### config.mk
export PLATFORM = sky130hd
export DESIGN_NAME = matrix_pie_encoder
export DESIGN_NICKNAME = d
export VERILOG_FILES = /design/src/rtl/matrix_pie_encoder.sv
export SDC_FILE = /design/constraint.sdc
export NUM_CORES = 1
export LEC_CHECK = 0
export ABC_AREA = 0
export BUFFER_PORTS_ARGS = -buffer_cell sky130_fd_sc_hd__buf_4
export CAP_MARGIN = 15
export CORE_MARGIN = 3
export CORE_UTILIZATION = 64
export DETAILED_ROUTE_END_ITERATION = 8
export PLACE_DENSITY = 0.92
export SLEW_MARGIN = 10
export SYNTH_ARGS = -nofsm -noshare
export SYNTH_HDL_FRONTEND = slang
export SYNTH_SLANG_ARGS = --single-unit
### constraint.sdc
create_clock -name Clk -period 9.1 [get_ports Clk]
set_clock_uncertainty 0.1 [all_clocks]
set_input_delay 1.365 -clock Clk [delete_from_list [all_inputs] [get_ports Clk]]
set_output_delay 1.365 -clock Clk [all_outputs]
set_load 0.02 [all_outputs]
### src/rtl/matrix_pie_encoder.sv
// ----------------------------------------------------------------------------
// matrix_pie_encoder
// Transmit-side Pulse-Interval-Encoding stage for the Gen2 reader-to-tag link.
// It pulls bits from the upstream tx shift register one at a time and drives
// the modulator with: delimiter, data-0, RTcal, optional TRcal, data symbols,
// and a CW tail. All phase lengths are in Clk cycles and come from register-
// file inputs.
//
// Ports
//   Clk, Reset              clock, asynchronous active-high reset
//   tx_StartPIE             frame-active level; rising edge starts a frame
//   tx_LoadPIE              pulse; tx_ShiftOut valid from the next cycle
//   tx_ShiftOut             current bit at the shifter MSB
//   tx_PIEPreamble          sampled at frame start; 1 adds TRcal
//   r_Delim..r_PW           phase lengths (CW bits)
//   tx_ShiftNextBitToPIE    pulse; bit consumed, advance the shifter
//   tx_PIEOut               1 = carrier, 0 = attenuated
//   tx_PIEBusy              high whenever not IDLE
//   tx_PIEDone              pulse in the last tail cycle
//   tx_PIEUnderrun          pulse when a bit was not ready at a symbol boundary
// ----------------------------------------------------------------------------
module matrix_pie_encoder #(
    parameter int CW = 16
) (
    input  logic          Clk,
    input  logic          Reset,
    input  logic          tx_StartPIE,
    input  logic          tx_LoadPIE,
    input  logic          tx_ShiftOut,
    input  logic          tx_PIEPreamble,
    input  logic [CW-1:0] r_Delim,
    input  logic [CW-1:0] r_Tari,
    input  logic [CW-1:0] r_Data1Len,
    input  logic [CW-1:0] r_RTcal,
    input  logic [CW-1:0] r_TRcal,
    input  logic [CW-1:0] r_PW,
    output logic          tx_ShiftNextBitToPIE,
    output logic          tx_PIEOut,
    output logic          tx_PIEBusy,
    output logic          tx_PIEDone,
    output logic          tx_PIEUnderrun
);

    typedef enum logic [3:0] {
        S_IDLE, S_DELIM, S_D0_HI, S_D0_LO, S_RT_HI, S_RT_LO,
        S_TR_HI, S_TR_LO, S_DAT_HI, S_DAT_LO, S_HOLD, S_TAIL
    } state_t;

    state_t        r_State, w_StateNxt;
    logic [CW-1:0] r_Cnt, w_CntNxt;
    logic          r_Pending;
    logic          r_Pre;
    logic          r_StartQ;
    logic          r_PIEOut, r_Busy, r_Done, r_Underrun;

    logic          w_Rise, w_PhaseEnd, w_Abort, w_Boundary, w_Consume;
    logic          w_UnderNxt, w_PIEOutNxt, w_BusyNxt, w_DoneNxt;
    logic [CW-1:0] w_DataLen;

    // A programmed length of 0 still occupies one cycle.
    function automatic logic [CW-1:0] f_len(input logic [CW-1:0] n);
        return (n == '0) ? CW'(1) : n;
    endfunction

    // High part of a symbol: total minus the low pulse, at least one cycle.
    function automatic logic [CW-1:0] f_hi(input logic [CW-1:0] x, input logic [CW-1:0] pw);
        return (x > pw) ? (x - pw) : CW'(1);
    endfunction

    assign w_Rise     = tx_StartPIE & ~r_StartQ;
    assign w_PhaseEnd = (r_Cnt == CW'(1));
    // Dropping the frame level during the header abandons the frame.
    assign w_Abort    = ~tx_StartPIE &&
                        (r_State inside {S_DELIM, S_D0_HI, S_D0_LO, S_RT_HI,
                                         S_RT_LO, S_TR_HI, S_TR_LO});
    assign w_Boundary = w_PhaseEnd &&
                        ((r_State == S_DAT_LO) || (r_State == S_TR_LO) ||
                         ((r_State == S_RT_LO) && !r_Pre));
    assign w_Consume  = !w_Abort && r_Pending &&
                        (w_Boundary || (r_State == S_HOLD));
    assign w_DataLen  = f_hi(tx_ShiftOut ? r_Data1Len : r_Tari, r_PW);

    // The consume strobe is decoded in the same cycle as the symbol boundary
    // so the shifter advances during the last low cycle.
    assign tx_ShiftNextBitToPIE = w_Consume;
    assign tx_PIEOut            = r_PIEOut;
    assign tx_PIEBusy           = r_Busy;
    assign tx_PIEDone           = r_Done;
    assign tx_PIEUnderrun       = r_Underrun;

    // State register
    always_ff @(posedge Clk or posedge Reset) begin
        if (Reset) begin
            r_State    <= S_IDLE;
            r_Cnt      <= '0;
            r_Pending  <= 1'b0;
            r_Pre      <= 1'b0;
            r_StartQ   <= 1'b0;
            r_PIEOut   <= 1'b1;
            r_Busy     <= 1'b0;
            r_Done     <= 1'b0;
            r_Underrun <= 1'b0;
        end else begin
            r_State    <= w_StateNxt;
            r_Cnt      <= w_CntNxt;
            r_StartQ   <= tx_StartPIE;
            // A new load in the consume cycle keeps the flag set.
            if (tx_LoadPIE)
                r_Pending <= 1'b1;
            else if (w_Consume)
                r_Pending <= 1'b0;
            if (r_State == S_IDLE && w_Rise)
                r_Pre <= tx_PIEPreamble;
            r_PIEOut   <= w_PIEOutNxt;
            r_Busy     <= w_BusyNxt;
            r_Done     <= w_DoneNxt;
            r_Underrun <= w_UnderNxt;
        end
    end

    // Next-state logic
    always_comb begin
        w_StateNxt = r_State;
        w_CntNxt   = r_Cnt;
        w_UnderNxt = 1'b0;
        if (w_Abort) begin
            w_StateNxt = S_IDLE;
            w_CntNxt   = '0;
        end else if (w_Consume) begin
            w_StateNxt = S_DAT_HI;
            w_CntNxt   = w_DataLen;
        end else begin
            case (r_State)
                S_IDLE: begin
                    if (w_Rise) begin
                        w_StateNxt = S_DELIM;
                        w_CntNxt   = f_len(r_Delim);
                    end
                end
                S_HOLD: begin
                    if (!tx_StartPIE) begin
                        w_StateNxt = S_TAIL;
                        w_CntNxt   = f_len(r_PW);
                    end
                end
                default: begin
                    if (!w_PhaseEnd) begin
                        w_CntNxt = r_Cnt - CW'(1);
                    end else if (w_Boundary) begin
                        // No bit ready: stall in carrier while the frame is
                        // still active, otherwise close the frame.
                        if (tx_StartPIE) begin
                            w_StateNxt = S_HOLD;
                            w_CntNxt   = '0;
                            w_UnderNxt = 1'b1;
                        end else begin
                            w_StateNxt = S_TAIL;
                            w_CntNxt   = f_len(r_PW);
                        end
                    end else begin
                        case (r_State)
                            S_DELIM:  begin w_StateNxt = S_D0_HI;  w_CntNxt = f_hi(r_Tari, r_PW);  end
                            S_D0_HI:  begin w_StateNxt = S_D0_LO;  w_CntNxt = f_len(r_PW);         end
                            S_D0_LO:  begin w_StateNxt = S_RT_HI;  w_CntNxt = f_hi(r_RTcal, r_PW); end
                            S_RT_HI:  begin w_StateNxt = S_RT_LO;  w_CntNxt = f_len(r_PW);         end
                            S_RT_LO:  begin w_StateNxt = S_TR_HI;  w_CntNxt = f_hi(r_TRcal, r_PW); end
                            S_TR_HI:  begin w_StateNxt = S_TR_LO;  w_CntNxt = f_len(r_PW);         end
                            S_DAT_HI: begin w_StateNxt = S_DAT_LO; w_CntNxt = f_len(r_PW);         end
                            default:  begin w_StateNxt = S_IDLE;   w_CntNxt = '0;                  end
                        endcase
                    end
                end
            endcase
        end
    end

    // Output logic: registered outputs follow the state being entered.
    always_comb begin
        w_PIEOutNxt = !(w_StateNxt inside {S_DELIM, S_D0_LO, S_RT_LO, S_TR_LO, S_DAT_LO});
        w_BusyNxt   = (w_StateNxt != S_IDLE);
        w_DoneNxt   = (w_StateNxt == S_TAIL) && (w_CntNxt == CW'(1));
    end

endmodule
# [After elaboration in Yosys (flattened, before gate mapping)]
# Index checks and enable logic that the tools add are counted.
[word_totals] ff_bits=27 out_inout_bits=5
[op_classes] order_cmp=4 n_addsub=5 eq_ne=18 n_reduce_logical=22 muxes=33 n_bitwise=3
[op_table] cell="16-bit two-way mux" count=14
[op_table] cell="16-bit greater-than comparator" count=4
[op_table] cell="16-bit case mux with 4 select lines" count=1
[op_table] cell="16-bit subtractor" count=4
[op_table] cell="16-bit by 1-bit equality test with 1-bit output (second input constant)" count=2
[op_table] cell="16-bit logical NOT" count=2
[op_table] cell="16-bit case mux with 2 select lines" count=1
[op_table] cell="4-bit case mux with 7 select lines" count=1
[op_table] cell="4-bit by 3-bit equality test with 1-bit output (second input constant)" count=6
[op_table] cell="4-bit two-way mux" count=6
[op_table] cell="4-bit equality test (second input constant)" count=5
[op_table] cell="16-bit by 1-bit subtractor with 16-bit output (second input constant)" count=1
[op_table] cell="4-bit by 2-bit equality test with 1-bit output (second input constant)" count=3
[op_table] cell="1-bit two-way mux" count=9
[op_table] cell="4-bit by 1-bit equality test with 1-bit output (second input constant)" count=2
[op_table] cell="4-bit case mux with 2 select lines" count=1
[op_table] cell="1-bit logical AND" count=7
[op_table] cell="7-bit nonzero test" count=1
[op_table] cell="5-bit nonzero test" count=1
[op_table] cell="4-bit logical NOT" count=1
[op_table] cell="4-bit nonzero test" count=1
[op_table] cell="4-bit OR reduction" count=1
[op_table] cell="1-bit logical NOT" count=3
[op_table] cell="1-bit logical OR" count=3
[op_table] cell="other kinds (4)" count=5

# [Logic depth before layout (Yosys ltp)]
# Gate-level depths: netlist (run 1).
[depth] depth_word=12 mapped_depth=17 depth_no_buf=15

# [Worst setup path after synthesis (run 1)]
# OpenSTA, ideal clock, no wires.
[synth_timing] path_type="input to register" start="input tx_ShiftOut" end="register r_Done (netlist: tx_PIEDone)" path_stages=14 slack_ns=3.311 setup_ns=0.095 arrival_time_ns=5.593 required_time_ns=8.905 cell_sequence="clkbuf_1 buf_1 mux2_2 ha_1 a21o_1 a2111oi_0 o2111a_1 nor3_1 and2_1 a22o_1 or4b_1 or4_1 or4_1 nor4b_2"
[synth_via] elab_chain_len=7
[synth_rtl] element="from (decl)" line_no="29" source="input logic tx_ShiftOut,"
[synth_rtl] element="16-bit two-way mux *" line_no="81" source="assign w_DataLen = f_hi(tx_ShiftOut ? r_Data1Len : r_Tari, r_PW);"
[synth_rtl] element="16-bit subtractor or 16-bit greater-than comparator (tied branches)" line_no="67" source="return (x > pw) ? (x - pw) : CW'(1);"
[synth_rtl] element="16-bit two-way mux *" line_no="67"
[synth_rtl] element="16-bit two-way mux *" line_no="129" source="end else if (w_Consume) begin"
[synth_rtl] element="16-bit two-way mux *" line_no="126" source="if (w_Abort) begin"
[synth_rtl] element="net w_CntNxt[2]" line_no="50" source="logic [CW-1:0] r_Cnt, w_CntNxt;"
[synth_rtl] element="16-bit by 1-bit equality test with 1-bit output *" line_no="181" source="w_DoneNxt = (w_StateNxt == S_TAIL) && (w_CntNxt == CW'(1));"
[synth_rtl] element="1-bit logical AND *" line_no="181"
[synth_rtl] element="net w_DoneNxt" line_no="57" source="logic w_UnderNxt, w_PIEOutNxt, w_BusyNxt, w_DoneNxt;"
[synth_rtl] element="to (signal assigned)" line_no="116" source="r_Done <= w_DoneNxt;"
[synth_rtl] element="to (decl)" line_no="54" source="logic r_PIEOut, r_Busy, r_Done, r_Underrun;"
# The timed path passes the listed nets; every way through them passes the cells marked *.
# A chain may end at the register's enable or synchronous reset.

# [Worst setup path in the final report (run 1)]
# Ends and elaborated chain as after synthesis.

==> qor.txt, run 1 <==
min-delay worst type -> reg2reg
Top Ports -> 107
post-DR wirelength/cell -> 23.11 um
DPL Wire Length -> 20530 um
Hold Slack -> 0.4689 ns
DRC Markers -> 0
placed insts -> 1095
CTS sink count -> 27
crit-path max cell delay -> 0.58 ns
Ant. Diodes -> 0
commonest non-fill, non-tap cell in the layout -> buf_4
mapped cell area -> 6536 um^2
hold_buf cts -> 0
drt first pass iters -> 8
crit path launch type -> input port
first-pass GRT wire length -> 38740 um
port bufs -> 106
ys flop type -> dfrtp_1
Post-CTS Resized -> 0
setup repair after global routing missed its margin -> false
core area -> 9864 um^2
post-route minimum period -> 5.704 ns
Max-Cap Viols -> 0
initial core utilization -> 66.26%
total grt overflow -> 0
num rows -> 36
post-DR vias/cell -> 7.223
Iteration-0 DRC Markers -> 952
Final Setup Violations -> 0
critical path cell sequence -> buf_4 > mux2_2 > ha_1 > a21o_1 > a2111oi_0 > o2111a_1 > nor3_1 > a22oi_1 > a311oi_1 > o31a_1 > or4b_1 > or4_1 > or4_1 > nor4b_2
Unique masters post-synth -> 87
Setup Buffers After CTS -> 0
Peak VDD IR -> 0.1101 mV
Static Leak -> 3.258 nW
fin. max-slew vios -> 0
Skew-Pair Late Insertion Delay -> 0.31 ns
Synth Register Bits -> 27
worst setup path class -> in2reg
slew margin rel. -> 27.50%
Post-synth EDFFs -> 0
crit path capture type -> flip-flop
outcome -> finished, final reports clean
DP Area -> 7381 um^2
Hold Violations, Final -> 0
Die H -> 107.1 um
most frequent cells in the layout -> 110 x buf_4, 75 x a21oi_1, 69 x nand2_1, 68 x nor2_1, 66 x ha_1
die footprint -> 11460 um^2
Non-Filler Instances -> 1100
layout cells sized above 1 -> 16.55%
CTS Buf Count -> 3
CP dominant cell by count -> or4_1
synth warn -> 0
CP arrival -> 5.80 ns
Nets -> 1140
pre-CTS setup slack -> 3.221 ns
post-synthesis sequential area ratio -> 10.36%
pin count of the biggest net entering global routing -> 28
Crit Path Max Fanout -> 17
Mapped Cells -> 884
Routed WL -> 25420 um
CTS tree -> yes
clock root cell -> clkbuf_8
setup ws final -> 3.396 ns
global-route usage over all layers -> 42.80%
CTS clk-pin slew, worst paths -> 0.12 ns
final instance area -> 7458 um^2
area delta synth->final -> 14.11%
Slew @ Worst Pin -> 1.079 ns
Max Clk Rate -> 0.1753 GHz
Die Width -> 107.1 um
vias in the first global route -> 7359
Final Wtd Congestion -> 1.084
required time of the worst setup path -> 9.19 ns
syn_nets -> 1056
slowest CP cell -> a2111oi_0
CTS Buffer Depth -> 2
post-route ant nets -> 0
initial antenna violation count -> 0
setup TNS -> 0 ns
Tcrit/Tclk final -> 62.68%
post-synthesis async set-or-reset flop share -> 100.0%
CTS H-tree lvls -> 1
pwr dens -> 161.4 nW/um^2
via count -> 7945
Synth Area per Inst -> 7.394 um^2
metrics by stage:
stage / total power, mW / utilization, %
finish: 1.204 / 75.61
global route: 1.260 / 75.61
CTS: 1.149 / 75.33
detailed placement: 1.070 / 74.82
global placement: 1.058 / 74.82
floorplan: 0.8126 / -
synth_stat cells, types with 10 or more instances:
master	count	area (um^2)
nand2b_1	15	93.84
nand2_1	69	259.0
xnor2_1	34	297.8
inv_1	51	191.4
mux2i_1	30	300.3
or3_1	13	81.33
ha_1	66	825.8
dfrtp_1	26	650.6
a31oi_1	19	118.9
a211oi_1	13	97.59
a21o_1	17	127.6
o21a_1	15	112.6
nand4_1	17	106.4
nand3_1	25	125.1
nor4_1	13	81.33
mux2_2	15	168.9
o22ai_1	15	93.84
a221oi_1	10	87.58
clkbuf_1	13	48.80
nor3_1	24	120.1
o211ai_1	10	75.07
nor2_1	68	255.2
o21ai_0	44	220.2
xor2_1	14	122.6
buf_2	12	60.06
a21oi_1	75	375.4
state kept, by name, indices dropped and copies added (netlist names):
register,count
r_StartQ,1
tx_PIEUnderrun,1
r_Cnt,16
tx_PIEOut,1
r_State,4
tx_PIEDone,1
r_Pre,1
tx_PIEBusy,1
r_Pending,1
worst max-delay path, delay by kind of cell:
| kind | cells | cell delay [ns] |
|---|---|---|
| and+or+nand+nor | 5 | 1.93 |
| AOI/OAI and AO/OA | 6 | 1.56 |
| muxes | 1 | 0.36 |
| adders and majority gates | 1 | 0.35 |
| buffers and inverters | 1 | 0.22 |
metal layers:
metal | GRT usage [%] | share of wire (%) | up-vias
li1 | - | - | 3540
met1 | 54.41 | 37 | 3586
met2 | 65.91 | 42 | 649
met3 | 8.730 | 13 | 170
met4 | 26.85 | 8.1 | 0
met5 | 0 | 0 | -
logic make-up (layout without fill, tap and decap cells):
group                    count (synthesis)  in the layout  share of synthesized area, %
AND/OR/NAND/NOR                        305            305                         25.06
buffers and inverters                   83            166                         5.226
XOR/XNOR                                48             48                         6.432
flip-flops                              27             27                         10.36
multiplexers                            46             46                         7.523
adder cells (fa/ha/maj)                 70             70                         13.86
AO/OA/AOI/OAI                          305            305                         31.55
layout make-up:
type | instances | area [um^2]
multi-input cells | 774 | 5520
fillers | 816 | 2406
repair buffers | 111 | 853.3
flip-flops and latches | 27 | 676.9
inverters | 51 | 191.4
well taps | 133 | 166.4
clock buffers | 3 | 41.29
clock inverters | 1 | 8.758
where the power goes:
group          internal (mW)  switching [mW]
logic                  0.338           0.548
registers              0.159          0.0812
clock network         0.0324          0.0461
final timing paths:
path / from / end / slack, ns / cells past startpoint
max: tx_ShiftOut / tx_PIEDone / 3.40 / 14
min: r_Pre / r_Pre / 0.47 / 1
max reg2reg: r_Cnt[0] / tx_PIEDone / 3.91 / 12
min reg2reg: r_Pre / r_Pre / 0.47 / 1
max in group asynchronous: Reset / tx_PIEOut / 7.47 / 3
min in group asynchronous: Reset / r_State[3] / 0.92 / 2
Note: power is estimated with default switching activity, not from simulation.
==> inputs of run 2 (changes only) <==
- ABC_AREA: 0 -> 1
- CORE_UTILIZATION: 64 -> 54
- PLACE_DENSITY: 0.92 -> 0.82
- clock period: 9.1 -> 4.85 ns (I/O delays scaled with it)
==> run 2 against run 1 <==
  * Synthesized cell count rose by 45%
  * Sequential power rose by 80%
  * Clock power rose by 140%
  * Area after synthesis rose by 8.7%
  * Via count rose by 11%
  * Non-clock buffer count fell by 4
  * Largest power group unchanged
  * Highest routed layer unchanged
==> qor.txt, run 2 <==
outcome -> finished, final reports clean
core area -> 12720 um^2
initial antenna violation count -> 0
fin. max-slew vios -> 0
r2r setup slk -> 1.41 ns
hold_buf cts -> 0
Post-synth EDFFs -> 0
slew margin rel. -> 46.56%
DPL Wire Length -> 20810 um
CTS Buf Count -> 3
Top Ports -> 107
Ant. Diodes -> 0
Yosys top cell area share -> 21.19%
post-synthesis sequential area ratio -> 9.531%
Die H -> 120.7 um
setup repair after global routing missed its margin -> false
vias in the first global route -> 7729
port bufs -> 106
clock root cell -> clkbuf_16
mapped cell area -> 7102 um^2
post-synthesis async set-or-reset flop share -> 100.0%
Largest register FFs -> 16
area delta synth->final -> 14.38%
Synth Area per Inst -> 5.540 um^2
Nets -> 1547
CP arrival -> 3.77 ns
global-route usage over all layers -> 34.28%
DP Area -> 8016 um^2
Max Clk Rate -> 0.2722 GHz
most frequent cells in the layout -> 401 x nand2_1, 174 x nor2_1, 164 x inv_1, 120 x a21oi_1, 106 x buf_4
Routed WL -> 25760 um
CTS sink count -> 27
total grt overflow -> 0
CTS tree -> yes
Die Width -> 120.7 um
post-route minimum period -> 3.674 ns
crit path capture type -> flip-flop
Slew @ Worst Pin -> 0.7994 ns
r2r startpoint -> r_State[3]
Unique masters post-synth -> 47
layout cells sized above 1 -> 12.23%
Post-CTS Resized -> 0
Static Leak -> 4.444 nW
Final Wtd Congestion -> 1.018
worst setup path class -> in2reg
final instance area -> 8123 um^2
cell taking the most area after synthesis -> nand2_1
post-DR vias/cell -> 5.704
Peak VDD IR -> 0.1627 mV
initial core utilization -> 55.82%
post-DR wirelength/cell -> 16.66 um
CTS clk-pin slew, worst paths -> 0.07 ns
Max-Cap Viols -> 0
min-delay worst type -> in2async
Crit Path Max Fanout -> 18
syn_nets -> 1454
via count -> 8818
pwr dens -> 281.7 nW/um^2
RR Endpoint -> tx_PIEDone
Most flops, register -> r_Cnt
Final Setup Violations -> 0
Area contributors post-synth -> nand2_1 21%, ha_1 12%, nor2_1 9.2%
DRC Markers -> 0
Mapped Cells -> 1282
largest registers -> r_Cnt: 16 flops, r_State: 4 flops
setup TNS -> 0 ns
Skew-Pair Late Insertion Delay -> 0.26 ns
num rows -> 41
most frequent cell after synthesis -> nand2_1
first-pass GRT wire length -> 39940 um
Hold Violations, Final -> 0
die footprint -> 14560 um^2
commonest non-fill, non-tap cell in the layout -> nand2_1
r2r worst-path depth -> 16
ys flop type -> dfrtp_1
Synth Register Bits -> 27
synth warn -> 0
Non-Filler Instances -> 1546
CTS Buffer Depth -> 2
Iteration-0 DRC Markers -> 1073
placed insts -> 1541
CTS H-tree lvls -> 1
Tcrit/Tclk final -> 75.75%
crit path launch type -> input port
post-route ant nets -> 0
pin count of the biggest net entering global routing -> 37
drt first pass iters -> 6
Setup Buffers After CTS -> 0
Post-synth top cells -> 401 x nand2_1, 174 x nor2_1, 164 x inv_1
required time of the worst setup path -> 4.95 ns
-- run 2: cell types whose count changed after synthesis, moves of 12 or more --
cell      change
nand2_1     +332
mux2i_1      -30
nor3_1       -15
nor2_1      +106
a21o_1       -12
a21oi_1      +45
a31oi_1      -17
nand3_1      +52
xnor2_1      -18
nand2b_1     -15
nand3b_1     +16
or3_1        -13
inv_1       +113
o21a_1       -13
-- run 2: area by class of cell --
cell class	count	area, um^2
fill	1304	4599
timing repair buffer	107	823.3
sequential	27	676.9
multi-input combinational	1060	5668
tap	172	215.2
clock buffer	4	78.83
inverter	176	660.6
-- run 2: cell families after synthesis --
group,synth area share [%]
fa+ha+maj,12.76
simple gates,44.94
buf+inv,10.66
xor+xnor,3.946
mux,2.378
flops,9.531
compound gates,15.79
-- run 2: routing by layer --
metal	vias to the layer above	share of wire [%]	GRT usage, %
met1	3903	43	49.67
li1	4342	-	-
met3	62	11	4.210
met5	-	0	0
met4	0	2.9	9.348
met2	511	43	53.58
-- run 2: stage by stage --
stage               util [%]  setup WS (ns)  hold WS, ns  power, mW
floorplan                  -          1.064       0.4004      1.594
global placement       63.01          1.001       0.4317      2.040
detailed placement     63.01         0.9742       0.4351      2.036
CTS                    63.63          1.229       0.4499      2.233
global route           63.85         0.9289       0.3446      2.507
finish                 63.85          1.176       0.3230      2.288
-- run 2: worst max-delay path, stage by stage --
cell     delay [ns]
buf_4          0.23
nor2_1         0.07
a21oi_1        0.18
ha_1           0.23
inv_1          0.07
fa_1           0.42
nand3_1        0.09
nand2_1        0.08
a21oi_1        0.26
o21ai_1        0.16
nand2_1        0.08
nand4_1        0.09
nand2_1        0.19
inv_1          0.17
nand2_1        0.10
o21ai_0        0.12
nand3_1        0.16
nand2_1        0.06
nor2_1         0.10
nand3_1        0.08
nor2_1         0.09
-- run 2: worst max path at each step --
| stage | startpoint | endpoint | slack, ns | cells after the start |
|---|---|---|---|---|
| finish | tx_ShiftOut | tx_PIEDone | 1.18 | 21 |
| global route | tx_ShiftOut | tx_PIEDone | 0.93 | 21 |
| CTS | tx_ShiftOut | tx_PIEDone | 1.23 | 21 |
| detailed placement | tx_ShiftOut | tx_PIEDone | 0.97 | 21 |
| global placement | tx_ShiftOut | tx_PIEDone | 1.00 | 21 |
| floorplan | tx_ShiftOut | tx_PIEDone | 1.06 | 21 |
-- run 2: power by group --
part | internal (mW) | total, mW | switching (mW)
combinational | 0.591 | 1.67 | 1.08
sequential | 0.309 | 0.431 | 0.122
clock | 0.113 | 0.190 | 0.0774
total | 1.01 | 2.29 | 1.27
==> inputs of run 3 (changes only) <==
- clock period: 4.85 -> 3.2 ns (I/O delays scaled with it)
==> run 3 against run 2 <==
  * Combinational power is 81% higher
  * Hold slack worse by 0.25 ns
  * Non-clock buffer count up 135
  * Clock power up 59%
  * Core utilization is 9.9 points higher
  * Critical path type unchanged
  * Critical endpoint unchanged
==> qor.txt, run 3 (synthesis gave the netlist of run 2 again) <==
initial core utilization -> 55.82%
DRC Markers -> 0
CTS H-tree lvls -> 1
RR Endpoint -> tx_PIEDone
first-pass GRT wire length -> 42210 um
outcome -> finished, final reports clean
Nets -> 1682
min-delay worst type -> in2async
Slew @ Worst Pin -> 0.6216 ns
Peak VDD IR -> 0.2518 mV
Reg power frac -> 16.7%
most frequent cells in the layout -> 394 x nand2_1, 238 x buf_4, 172 x nor2_1, 158 x inv_1, 117 x a21oi_1
NetSw -> 2.115 mW
r2r startpoint -> r_Cnt[1]
port bufs -> 106
pin count of the biggest net entering global routing -> 35
die footprint -> 14560 um^2
crit path launch type -> input port
Most flops, register -> r_Cnt
initial antenna violation count -> 0
Skew-Pair Late Insertion Delay -> 0.27 ns
Clock power frac -> 7.6%
CTS clk-pin slew, worst paths -> 0.08 ns
total grt overflow -> 0
r2r worst-path depth -> 17
Largest register FFs -> 16
post-DR wirelength/cell -> 16.43 um
Iteration-0 DRC Markers -> 1254
Die Width -> 120.7 um
DPL Wire Length -> 22810 um
commonest non-fill, non-tap cell in the layout -> nand2_1
post-DR vias/cell -> 5.634
Top Ports -> 107
pwr dens -> 425.0 nW/um^2
drt first pass iters -> 6
layout cells sized above 1 -> 22.47%
setup ws final -> 0.1733 ns
Final Wtd Congestion -> 1.031
Switching Fraction -> 53.03%
slew margin rel. -> 58.52%
global-route usage over all layers -> 36.11%
fin. max-slew vios -> 0
pre-CTS setup slack -> -0.1809 ns
CTS sink count -> 27
post-route ant nets -> 0
vias in the first global route -> 8472
required time of the worst setup path -> 3.30 ns
largest registers -> r_Cnt: 16 flops, r_State: 4 flops
worst setup path class -> in2reg
Routed WL -> 27610 um
fin util -> 73.75%
CTS tree -> yes
Hold Violations, Final -> 0
Max Clk Rate -> 0.3304 GHz
Ant. Diodes -> 0
r2r setup slk -> 0.42 ns
Combinational Power Share -> 75.7%
Tcrit/Tclk final -> 94.58%
CTS Buffer Depth -> 2
Final Setup Violations -> 0
Max-Cap Viols -> 0
post-route minimum period -> 3.027 ns
Die H -> 120.7 um
clock root cell -> clkbuf_16
CP arrival -> 3.13 ns
num rows -> 41
area delta synth->final -> 32.12%
CTS Buf Count -> 3
Crit Path Max Fanout -> 6
Static Leak -> 5.077 nW
crit path capture type -> flip-flop
via count -> 9471
Pint -> 1.873 mW
core area -> 12720 um^2
==> run 3: changes by cell type in the layout (fill, tap and decap cells not counted), moves of 3 or more <==
| cell | previous run | this run |
|---|---|---|
| buf_4 | 106 | 238 |
| clkinvlp_4 | 0 | 5 |
| a21oi_1 | 120 | 117 |
| buf_12 | 0 | 3 |
| ha_4 | 0 | 9 |
| nand2_2 | 4 | 11 |
| inv_1 | 164 | 158 |
| o21ai_0 | 51 | 48 |
| ha_1 | 66 | 55 |
| nand2_1 | 401 | 394 |
| a21oi_2 | 0 | 3 |
==> run 3: per-layer routing <==
metal	up-vias	GRT usage, %	routed length, um
met5	-	0	0
met4	0	8.994	802
met3	81	7.016	3357
met2	570	57.98	12250
met1	4194	49.81	11210
li1	4626	-	-
==> run 3: per-stage QoR <==
step	hold WS (ns)	setup TNS, ns	instance area (um^2)	total power [mW]	instances
detailed placement	0.4585	-0.2100	9041	3.508	1672
global route	0.1059	-0.05611	9383	4.314	1681
floorplan	0.4004	0	7117	2.418	1282
finish	0.07636	0	9383	3.987	1681
global placement	0.4278	-0.1089	9041	3.481	1672
CTS	0.3143	0	9125	3.823	1676
==> run 3: power groups by stage <==
stage	Clock (mW)	Combinational, mW	Sequential, mW
final	0.302	3.02	0.667
after CTS	0.302	2.87	0.654
after global routing	0.318	3.32	0.676
after global placement	0	2.82	0.660
after floorplan	0	1.81	0.608
after detailed placement	0	2.85	0.661
==> run 3: how the worst max path moves through the flow <==
stage,start,depth (start not counted),end
3_3_place_gp,r_Tari[0],24,tx_PIEDone
6_report,r_PW[11],23,tx_PIEDone
5_1_grt,r_Tari[0],24,tx_PIEDone
2_1_floorplan,tx_ShiftOut,21,tx_PIEDone
4_1_cts,r_Tari[0],24,tx_PIEDone
3_5_place_dp,r_Tari[0],24,tx_PIEDone
==> run 3: final cells by class <==
type / count / area [um^2]
Fill cell: 1147 / 3339
Tap cell: 172 / 215.2
Timing Repair Buffer: 242 / 1874
Clock buffer: 3 / 75.07
Multi-Input combinational cell: 1060 / 5853
Clock inverter: 1 / 8.758
Inverter: 176 / 679.4
Sequential cell: 27 / 676.9
==> run 3: critical path, stage by stage <==
cell and delay, ns:
buf_4 0.11, clkinvlp_4 0.17, ha_1 0.41, nand2_1 0.09, inv_1 0.08, nand2_1 0.08
nor3_2 0.19, nand3b_1 0.24, nand3_2 0.19, inv_2 0.08, nand2_1 0.07, nor2_2 0.05
nor2_1 0.13, nand2_1 0.09, nand2_1 0.08, nand2_1 0.05, nand2_1 0.06, nand2_1 0.07
nand2_1 0.10, nand2_1 0.06, nor2_1 0.08, nand3_1 0.07, nor2_1 0.08
==> run 3: timing repair <==
action                                  CTS  global route
endpoints found under the setup margin    0             2
endpoints found under the hold margin     0             0
hold buffers                              0             0
gates resized for setup                   0            39
buffers inserted                          0             4
